### src/rtl/bidir_bus_ctrl_if.sv
`default_nettype none
// ============================================================================
// bidir_bus_ctrl_if : request/write/read-back and pad signals of bidir_bus_ctrl
// Revision: 1.0
// ============================================================================
interface bidir_bus_ctrl_if #(
   parameter int WIDTH = 8
);
   logic             dir_req;
   logic [WIDTH-1:0] wr_data;
   logic             wr_valid;
   logic             wr_ready;
   logic [WIDTH-1:0] rd_data;
   logic             rd_valid;
   logic [WIDTH-1:0] pad_out;
   logic             pad_oe;
   logic [WIDTH-1:0] pad_in;
   logic [1:0]       state;

   modport master (
      output dir_req, wr_data, wr_valid, pad_in,
      input  wr_ready, rd_data, rd_valid, pad_out, pad_oe, state
   );

   modport slave (
      input  dir_req, wr_data, wr_valid, pad_in,
      output wr_ready, rd_data, rd_valid, pad_out, pad_oe, state
   );
endinterface
`default_nettype wire

### src/rtl/bidir_bus_ctrl.sv
`default_nettype none
// ============================================================================
// bidir_bus_ctrl : shared-bus driver with Hi-Z turnaround and synchronised read-back
// Revision: 1.0
// ============================================================================
module bidir_bus_ctrl #(
   parameter int WIDTH       = 8,
   parameter int TURN_CYCLES = 2,
   parameter int SYNC_STAGES = 2
) (
   input  wire logic       clk,
   input  wire logic       reset,
   bidir_bus_ctrl_if.slave bus
);
   typedef enum logic [1:0] {
      RELEASED = 2'd0,
      TURN_OUT = 2'd1,
      DRIVING  = 2'd2,
      TURN_IN  = 2'd3
   } state_t;

   localparam int              TW        = (TURN_CYCLES > 0) ? $clog2(TURN_CYCLES + 1) : 1;
   localparam logic [TW-1:0]   TURN_LAST = TW'((TURN_CYCLES > 0) ? TURN_CYCLES - 1 : 0);
   localparam int              RW        = $clog2(SYNC_STAGES + 1);
   localparam logic [RW-1:0]   REL_FULL  = RW'(SYNC_STAGES);
   // With no dead cycles the FSM hops straight between RELEASED and DRIVING.
   localparam state_t          OUT_ENTRY = (TURN_CYCLES > 0) ? TURN_OUT : DRIVING;
   localparam state_t          IN_ENTRY  = (TURN_CYCLES > 0) ? TURN_IN  : RELEASED;

   state_t           st;
   logic [TW-1:0]    turn_cnt;
   logic             oe_q;
   logic [WIDTH-1:0] out_q;
   logic [RW-1:0]    rel_cnt;
   logic [WIDTH-1:0] sync_q [SYNC_STAGES];
   logic             write_ok;

   assign write_ok = (st == DRIVING) & bus.dir_req;

   always_ff @(posedge clk) begin
      if (reset) begin
         st       <= RELEASED;
         oe_q     <= 1'b0;
         out_q    <= '0;
         turn_cnt <= '0;
         rel_cnt  <= '0;
      end else begin
         case (st)
            RELEASED: begin
               if (bus.dir_req) begin
                  st       <= OUT_ENTRY;
                  oe_q     <= (OUT_ENTRY == DRIVING);
                  turn_cnt <= '0;
               end
            end
            TURN_OUT: begin
               if (turn_cnt == TURN_LAST) begin
                  st   <= DRIVING;
                  oe_q <= 1'b1;
               end else begin
                  turn_cnt <= turn_cnt + 1'b1;
               end
            end
            DRIVING: begin
               if (!bus.dir_req) begin
                  st       <= IN_ENTRY;
                  oe_q     <= 1'b0;
                  turn_cnt <= '0;
               end
            end
            TURN_IN: begin
               if (turn_cnt == TURN_LAST) begin
                  st <= RELEASED;
               end else begin
                  turn_cnt <= turn_cnt + 1'b1;
               end
            end
         endcase

         if (write_ok && bus.wr_valid) begin
            out_q <= bus.wr_data;
         end

         // Read-back is trusted only once the whole sync chain holds released-bus samples.
         if (st == RELEASED) begin
            if (rel_cnt != REL_FULL) begin
               rel_cnt <= rel_cnt + 1'b1;
            end
         end else begin
            rel_cnt <= '0;
         end
      end
   end

   generate
      for (genvar i = 0; i < SYNC_STAGES; i++) begin : g_sync_stage
         always_ff @(posedge clk) begin
            if (reset) begin
               sync_q[i] <= '0;
            end else if (i == 0) begin
               sync_q[i] <= bus.pad_in;
            end else begin
               sync_q[i] <= sync_q[(i > 0) ? i - 1 : 0];
            end
         end
      end
   endgenerate

   assign bus.state    = st;
   assign bus.pad_oe   = oe_q;
   assign bus.pad_out  = out_q;
   assign bus.wr_ready = write_ok;
   assign bus.rd_data  = sync_q[SYNC_STAGES-1];
   assign bus.rd_valid = (st == RELEASED) & (rel_cnt == REL_FULL);
endmodule
`default_nettype wire

### src/flat_wrapper.sv
// flat-port wrapper written by rule: the top's interface ports become plain ports
module bidir_bus_ctrl_flat 
#(
   parameter int WIDTH       = 8,
   parameter int TURN_CYCLES = 2,
   parameter int SYNC_STAGES = 2
)
  (clk, reset, bus_dir_req, bus_wr_data, bus_wr_valid, bus_pad_in, bus_wr_ready, bus_rd_data, bus_rd_valid, bus_pad_out, bus_pad_oe, bus_state);
  bidir_bus_ctrl_if #(.WIDTH(WIDTH)) bus_i ();
  input  wire logic clk;
  input  wire logic reset;
  input wire logic [$bits(bus_i.dir_req)-1:0] bus_dir_req;
  input wire logic [$bits(bus_i.wr_data)-1:0] bus_wr_data;
  input wire logic [$bits(bus_i.wr_valid)-1:0] bus_wr_valid;
  input wire logic [$bits(bus_i.pad_in)-1:0] bus_pad_in;
  output wire logic [$bits(bus_i.wr_ready)-1:0] bus_wr_ready;
  output wire logic [$bits(bus_i.rd_data)-1:0] bus_rd_data;
  output wire logic [$bits(bus_i.rd_valid)-1:0] bus_rd_valid;
  output wire logic [$bits(bus_i.pad_out)-1:0] bus_pad_out;
  output wire logic [$bits(bus_i.pad_oe)-1:0] bus_pad_oe;
  output wire logic [$bits(bus_i.state)-1:0] bus_state;
  assign bus_i.dir_req = bus_dir_req;
  assign bus_i.wr_data = bus_wr_data;
  assign bus_i.wr_valid = bus_wr_valid;
  assign bus_i.pad_in = bus_pad_in;
  assign bus_wr_ready = bus_i.wr_ready;
  assign bus_rd_data = bus_i.rd_data;
  assign bus_rd_valid = bus_i.rd_valid;
  assign bus_pad_out = bus_i.pad_out;
  assign bus_pad_oe = bus_i.pad_oe;
  assign bus_state = bus_i.state;
  bidir_bus_ctrl #(.WIDTH(WIDTH), .TURN_CYCLES(TURN_CYCLES), .SYNC_STAGES(SYNC_STAGES)) u_core (.clk(clk), .reset(reset), .bus(bus_i));
endmodule
### config.mk
export PLATFORM = sky130hd
export DESIGN_NAME = bidir_bus_ctrl_flat
export DESIGN_NICKNAME = d
export VERILOG_FILES = /design/src/rtl/bidir_bus_ctrl_if.sv /design/src/rtl/bidir_bus_ctrl.sv /design/src/flat_wrapper.sv
export SDC_FILE = /design/constraint.sdc
export NUM_CORES = 1
export LEC_CHECK = 0
export ABC_AREA = 1
export BUFFER_PORTS_ARGS = -buffer_cell sky130_fd_sc_hd__buf_2
export CAP_MARGIN = 20
export CORE_UTILIZATION = 48
export CTS_CLUSTER_SIZE = 14
export DETAILED_ROUTE_END_ITERATION = 8
export PLACE_DENSITY = 0.88
export SETUP_SLACK_MARGIN = 0.15
export SLEW_MARGIN = 10
export SYNTH_ARGS = -nofsm -noshare
export SYNTH_HDL_FRONTEND = slang
export SYNTH_SLANG_ARGS = --single-unit
### constraint.sdc
create_clock -name clk -period 1.56 [get_ports clk]
set_input_delay 0 -clock clk [delete_from_list [all_inputs] [get_ports clk]]
set_output_delay 0 -clock clk [all_outputs]
set_load 0.02 [all_outputs]
======== After elaboration in Yosys (flattened, before gate mapping) ========
Memory sizes are Yosys's and may differ from the RTL's.
Index checks and enable logic that the tools add are counted.
word-level totals
  register bits after elaboration ......... 15
  word-level logic and storage cells ...... 50
  input bits .............................. 20
  output and inout port bits .............. 21
  memories ................................ 1
  bits in writable memories ............... 16
memories
  name           words  width  rd ports  clocked after memory_dff  write ports  line                  RTL
  u_core.sync_q  2      8      2         0                         2            bidir_bus_ctrl.sv:35  logic [WIDTH-1:0] sync_q [SYNC_STAGES];
cells by class
  bitwise logic cells ..................... 5
  multiplexer cells ....................... 18
  reductions and logical operators ........ 8
  equal/unequal tests ..................... 11
  add/subtract/negate cells ............... 2
operators with widths
  operator                                              count
  2-to-1 mux 8 bit                                      2
  2-to-1 mux 2 bit                                      7
  != test 2 bit (second input constant)                 4
  one-hot mux 2 bit (4 select lines)                    1
  AND reduction 4 bit                                   2
  equality test 2 bit (second input constant)           3
  2-to-1 mux 1 bit                                      6
  one-hot mux 2 bit (3 select lines)                    1
  adder 2 x 1 -> 2 bit (second input constant)          2
  equality test 2 x 1 -> 1 bit (second input constant)  2
  != test 2 x 1 -> 1 bit (second input constant)        2
  OR reduction 2 bit                                    2
  one-hot mux 1 bit (3 select lines)                    1
  AND reduction 3 bit                                   1
  nonzero test 3 bit                                    1
  bitwise AND 1 bit                                     2
  zero test 2 bit                                       1
  bitwise OR 1 bit                                      2
  logical AND 1 bit                                     1
  NOT 1 bit                                             1

======== Depth between registers and ports, before layout ========
  depth in word-level cells ............... 4
  mapped depth ............................ 8
  mapped depth without buffers ............ 8

======== Worst setup path after synthesis ========
No wires, ideal clock.
  kind .................................... register to register
  from .................................... register u_core.st[0] (netlist: u_core.bus.state[0])
  to ...................................... register u_core.out_q[0] (netlist: u_core.bus.pad_out[0])
  cell stages (with the launch flop) ...... 8
  data required time ...................... 1.490 ns
  period minus slack after synthesis ...... 1.331 ns
  library setup time ...................... 0.070 ns
  buffers on the path ..................... 0
  arrival time ............................ 1.261 ns
  path slack .............................. 0.229 ns
  cell sequence ........................... dfxtp_1 > inv_1 > ha_1 > nand2_1 > inv_2 > nand2_2 > nand2_1 > a21oi_1
between the ends
  longest elaborated chain between the ends .. 3
ends and longest elaborated chain
  item                    line                  RTL
  from (decl)             bidir_bus_ctrl.sv:30  state_t st;
  from (signal assigned)  bidir_bus_ctrl.sv:42  st <= RELEASED;
  from (signal assigned)  bidir_bus_ctrl.sv:51  st <= OUT_ENTRY;
  from (signal assigned)  bidir_bus_ctrl.sv:58  st <= DRIVING;
  equality test 2 bit     bidir_bus_ctrl.sv:38  assign write_ok = (st == DRIVING) & bus.dir_req;
  bitwise AND 1 bit       bidir_bus_ctrl.sv:38
  named net bus_wr_ready  flat_wrapper.sv:16    output wire logic [$bits(bus_i.wr_ready)-1:0] bus_wr_ready;
  logical AND 1 bit       bidir_bus_ctrl.sv:80  if (write_ok && bus.wr_valid) begin
  to (signal assigned)    bidir_bus_ctrl.sv:81  out_q <= bus.wr_data;
  to (decl)               bidir_bus_ctrl.sv:33  logic [WIDTH-1:0] out_q;
The timed path passes the listed nets, and every way through them passes these cells.
A chain may end at the register's enable or synchronous reset.

======== Worst setup path after layout ========
  from .................................... register u_core.st[0] (netlist: u_core.bus.state[0])
  to ...................................... output bus_wr_ready
between the ends
  longest elaborated chain between the ends .. 2
ends and longest elaborated chain
  item                 line
  equality test 2 bit  bidir_bus_ctrl.sv:38
  bitwise AND 1 bit    bidir_bus_ctrl.sv:38
  to (decl)            flat_wrapper.sv:16
No other way between the ends.

==> flow_summary_export.csv <==
group,metric,value,unit
floorplanning,die_w,51.4,µm
route,ant_nets,0,
synthesis,ys_types,16,
critical_path,cp_cell_sequence,"inv_1, ha_1, nand2_1, inv_4, buf_2",
clock_tree,clk_path_buf_depth,2,
synthesis,synth_fa_ha_area_share,6.40,%
final_layout,antennaDiodeCount,0,
final_layout,syn2layout_area_growth,39.7,%
timing,post-route-period-util,86.4,%
timing,skew,0.0139,ns
clock_tree,numCtsBuffers,5,
power_and_ir_drop,switching_power,689,µW
synthesis,synthXorXnorAreaFrac,0,%
timing,fmax,742,MHz
power_and_ir_drop,p_int,1.49,mW
clock_tree,cts_tree,"built",
global_route,grt_pass1_wl,3850,µm
synthesis,synthSimpleGateAreaFrac,20.8,%
critical_path,crit_path_top_delay_cell,"dfxtp_2",
clock_tree,ctsHtreeMaxLevel,2,
route,wl_per_cell,10.3,µm
critical_path,required,1.56,ns
power_and_ir_drop,vdd_drop_max,0.000954,V
route,dr.pass1.iters,4,
clock_tree,clockRootBuffer,"clkbuf_4",
synthesis,synth_mux_area_share,0,%
critical_path,slowest_delay,0.35,ns
synthesis,synthCells,147,
power_and_ir_drop,p_seq_share,42.4,%
floorplanning,io_pins,41,
critical_path,worstPathArrival,1.35,ns
power_and_ir_drop,p_sw_share,31.6,%
synthesis,ys_ff_latch,31,
critical_path,path_max_fanout,10,
timing,slew_violations,0,
synthesis,ys_seq_area_share,52.9,%
synthesis,synth_warnings,0,
place,globalplace.congestion,0.795,
power_and_ir_drop,p_clk_share,29.4,%
global_route,grtUsageMet3,5.65,%
clock_tree,path_clk_slew,0.10,ns
timing,fin_ws,0.211,ns
synthesis,synth_top_family_by_area,"simple AND/OR/NAND/NOR gates",
synthesis,avgSynthCellArea,7.98,µm²
global_route,globalRouteOverflowTotal,0,
power_and_ir_drop,leakagePower,0.841,nW
place,io_buffers,40,
timing,post-route-min-period,1.35,ns
route,via_per_inst,4.60,
power_and_ir_drop,combPwrFrac,28.1,%
floorplanning,rows,17,
critical_path,critical_path_class,"flop to output pin",
timing,hold_violations,0,
synthesis,synth_top_area_share,52.9,%
timing,max_slew_margin,66.6,%
run_status,status,"complete, no violations",
critical_path,regToRegSetupSlack,0.27,ns
route,vias,1081,
clock_tree,cts_sinks,31,
timing,worst_slew_pin_slew,0.501,ns
critical_path,path_delay_family,"buffers and inverters",
timing,finalSetupViolCount,0,
route,wl,2410,µm
global_route,grt_use_total,20.0,%
synthesis,synth_compound_area_share,8.86,%
synthesis,synth.area.top_cells,"dfxtp_1 (53%), inv_1 (8.6%), nand2_1 (7.4%)",
flow_run,maxCapViolations,0,
final_layout,fin_nets,232,
route,drc,0,
floorplanning,die-area,2640,µm²
synthesis,synth.net_count,173,
synthesis,synth.largest_area_cell,"dfxtp_1",
power_and_ir_drop,powerDensity,1330,nW/µm²
global_route,grt_max_degree,30,
clock_tree,worstSkewPairLatency,0.32,ns
global_route,met2_usage,38.5,%
timing,fin_setup_tns,0,ns
route,drtIter0Drc,9,
global_route,grt.busiest_layer,"met2",
place,dpl.hpwl,1630,µm
synthesis,synth.cell_area,1170,µm²
floorplanning,start_util,52.0,%
global_route,antenna_found_initial,0,
global_route,grt_util_met1,18.6,%
timing,rsz0062_at_grt,"true",
critical_path,critPathBufInv,3,
critical_path,cp-start-kind,"flop",
final_layout,drive_gt1_share,26.6,%
place,post-place-ws,0.220,ns
floorplanning,core,2250,µm²
critical_path,end_kind,"output pin",
floorplanning,die_height,51.4,µm
global_route,grt_pass1_vias,1053,
worst_hold_path,hold_path_class,"primary input to flop",
## cells in the mapped netlist
| library cell | count |
|---|---|
| a21oi_1 | 13 |
| o21ai_0 | 3 |
| a21oi_2 | 1 |
| inv_2 | 2 |
| dfxtp_1 | 31 |
| a211oi_1 | 1 |
| nand2_2 | 2 |
| inv_1 | 27 |
| ha_1 | 6 |
| clkbuf_2 | 1 |
| buf_2 | 3 |
| nand2_4 | 1 |
| a21o_1 | 1 |
| nor2_1 | 21 |
| nand2_1 | 23 |
| nand3_1 | 11 |
## path summary, 6_finish.rpt
kind                        from               endpoint  cells after the start
max          u_core.bus.state[0]           bus_wr_ready                      5
min                 bus_wr_valid  u_core.bus.pad_out[3]                      3
max reg2reg  u_core.bus.state[1]    u_core.bus.state[1]                      8
min reg2reg  u_core.sync_q[0][7]    u_core.sync_q[1][7]                      2
## power by group through the flow
stage	sequential (mW)	combinational (mW)	clock [mW]
floorplan	0.985	0.375	0
global placement	0.937	0.533	0
detailed placement	0.944	0.575	0
CTS	0.925	0.610	0.655
global route	0.935	0.699	0.690
finish	0.927	0.614	0.642
## logic make-up after synthesis
family	Yosys count
compound gates	19
fa+ha+maj	6
buf+inv	33
flops	31
simple gates	58
## sequential cells by signal, summed over array words and instances, names as in the netlist
signal,flops
u_core.bus.state,2
u_core.turn_cnt,2
u_core.bus.pad_oe,1
u_core.rel_cnt,2
u_core.bus.pad_out,8
u_core.sync_q,16
## tightest hold or removal path, delay by kind of cell
kind / cells / cell delay [ns]
buf+inv: 1 / 0.16
compound gates: 1 / 0.06
simple gates: 1 / 0.10
## area by class of cell
| cell class | count | area [µm²] |
|---|---|---|
| clock inverters | 2 | 35.0 |
| fillers | 174 | 617 |
| flip-flops and latches | 31 | 622 |
| inverters | 29 | 111 |
| clock buffers | 6 | 51.3 |
| well taps | 28 | 35.0 |
| repair buffers | 56 | 360 |
| multi-input cells | 83 | 423 |
## cells in the final DEF, fill, tap and decap left out, types with 2 or more instances in the layout
| cell | instances |
|---|---|
| nand2_1 | 23 |
| dfxtp_1 | 30 |
| a21oi_1 | 13 |
| nand2_2 | 2 |
| o21ai_1 | 2 |
| dlygate4sd3_1 | 16 |
| nor2_1 | 21 |
| buf_2 | 40 |
| ha_1 | 6 |
| clkbuf_4 | 5 |
| nand3_1 | 11 |
| inv_1 | 27 |
## per-layer routing
metal	part of all wire, %	routed length (µm)
met5	0	0
met1	41	983
met3	4.9	119
met4	0.95	23
met2	53	1290
## stage by stage
step / hold WS, ns / instances / total power, mW / area, µm² / utilization (%)
after floorplan: 0.107 / 147 / 1.36 / 1170 / -
after global placement: 0.198 / 211 / 1.47 / 1390 / 61.5
after detailed placement: 0.207 / 211 / 1.52 / 1390 / 61.5
after CTS: 0.0257 / 235 / 2.19 / 1630 / 72.5
after global routing: 0.0305 / 235 / 2.32 / 1640 / 72.6
final: 0.0395 / 235 / 2.18 / 1640 / 72.6
## repair_timing
item	CTS	global route
resized for setup	0	4
hold buffers	16	0
setup buffers	0	0
hold endpoints to repair	16	0
setup endpoints to repair	0	8
Power figures use the tool's default switching activity.
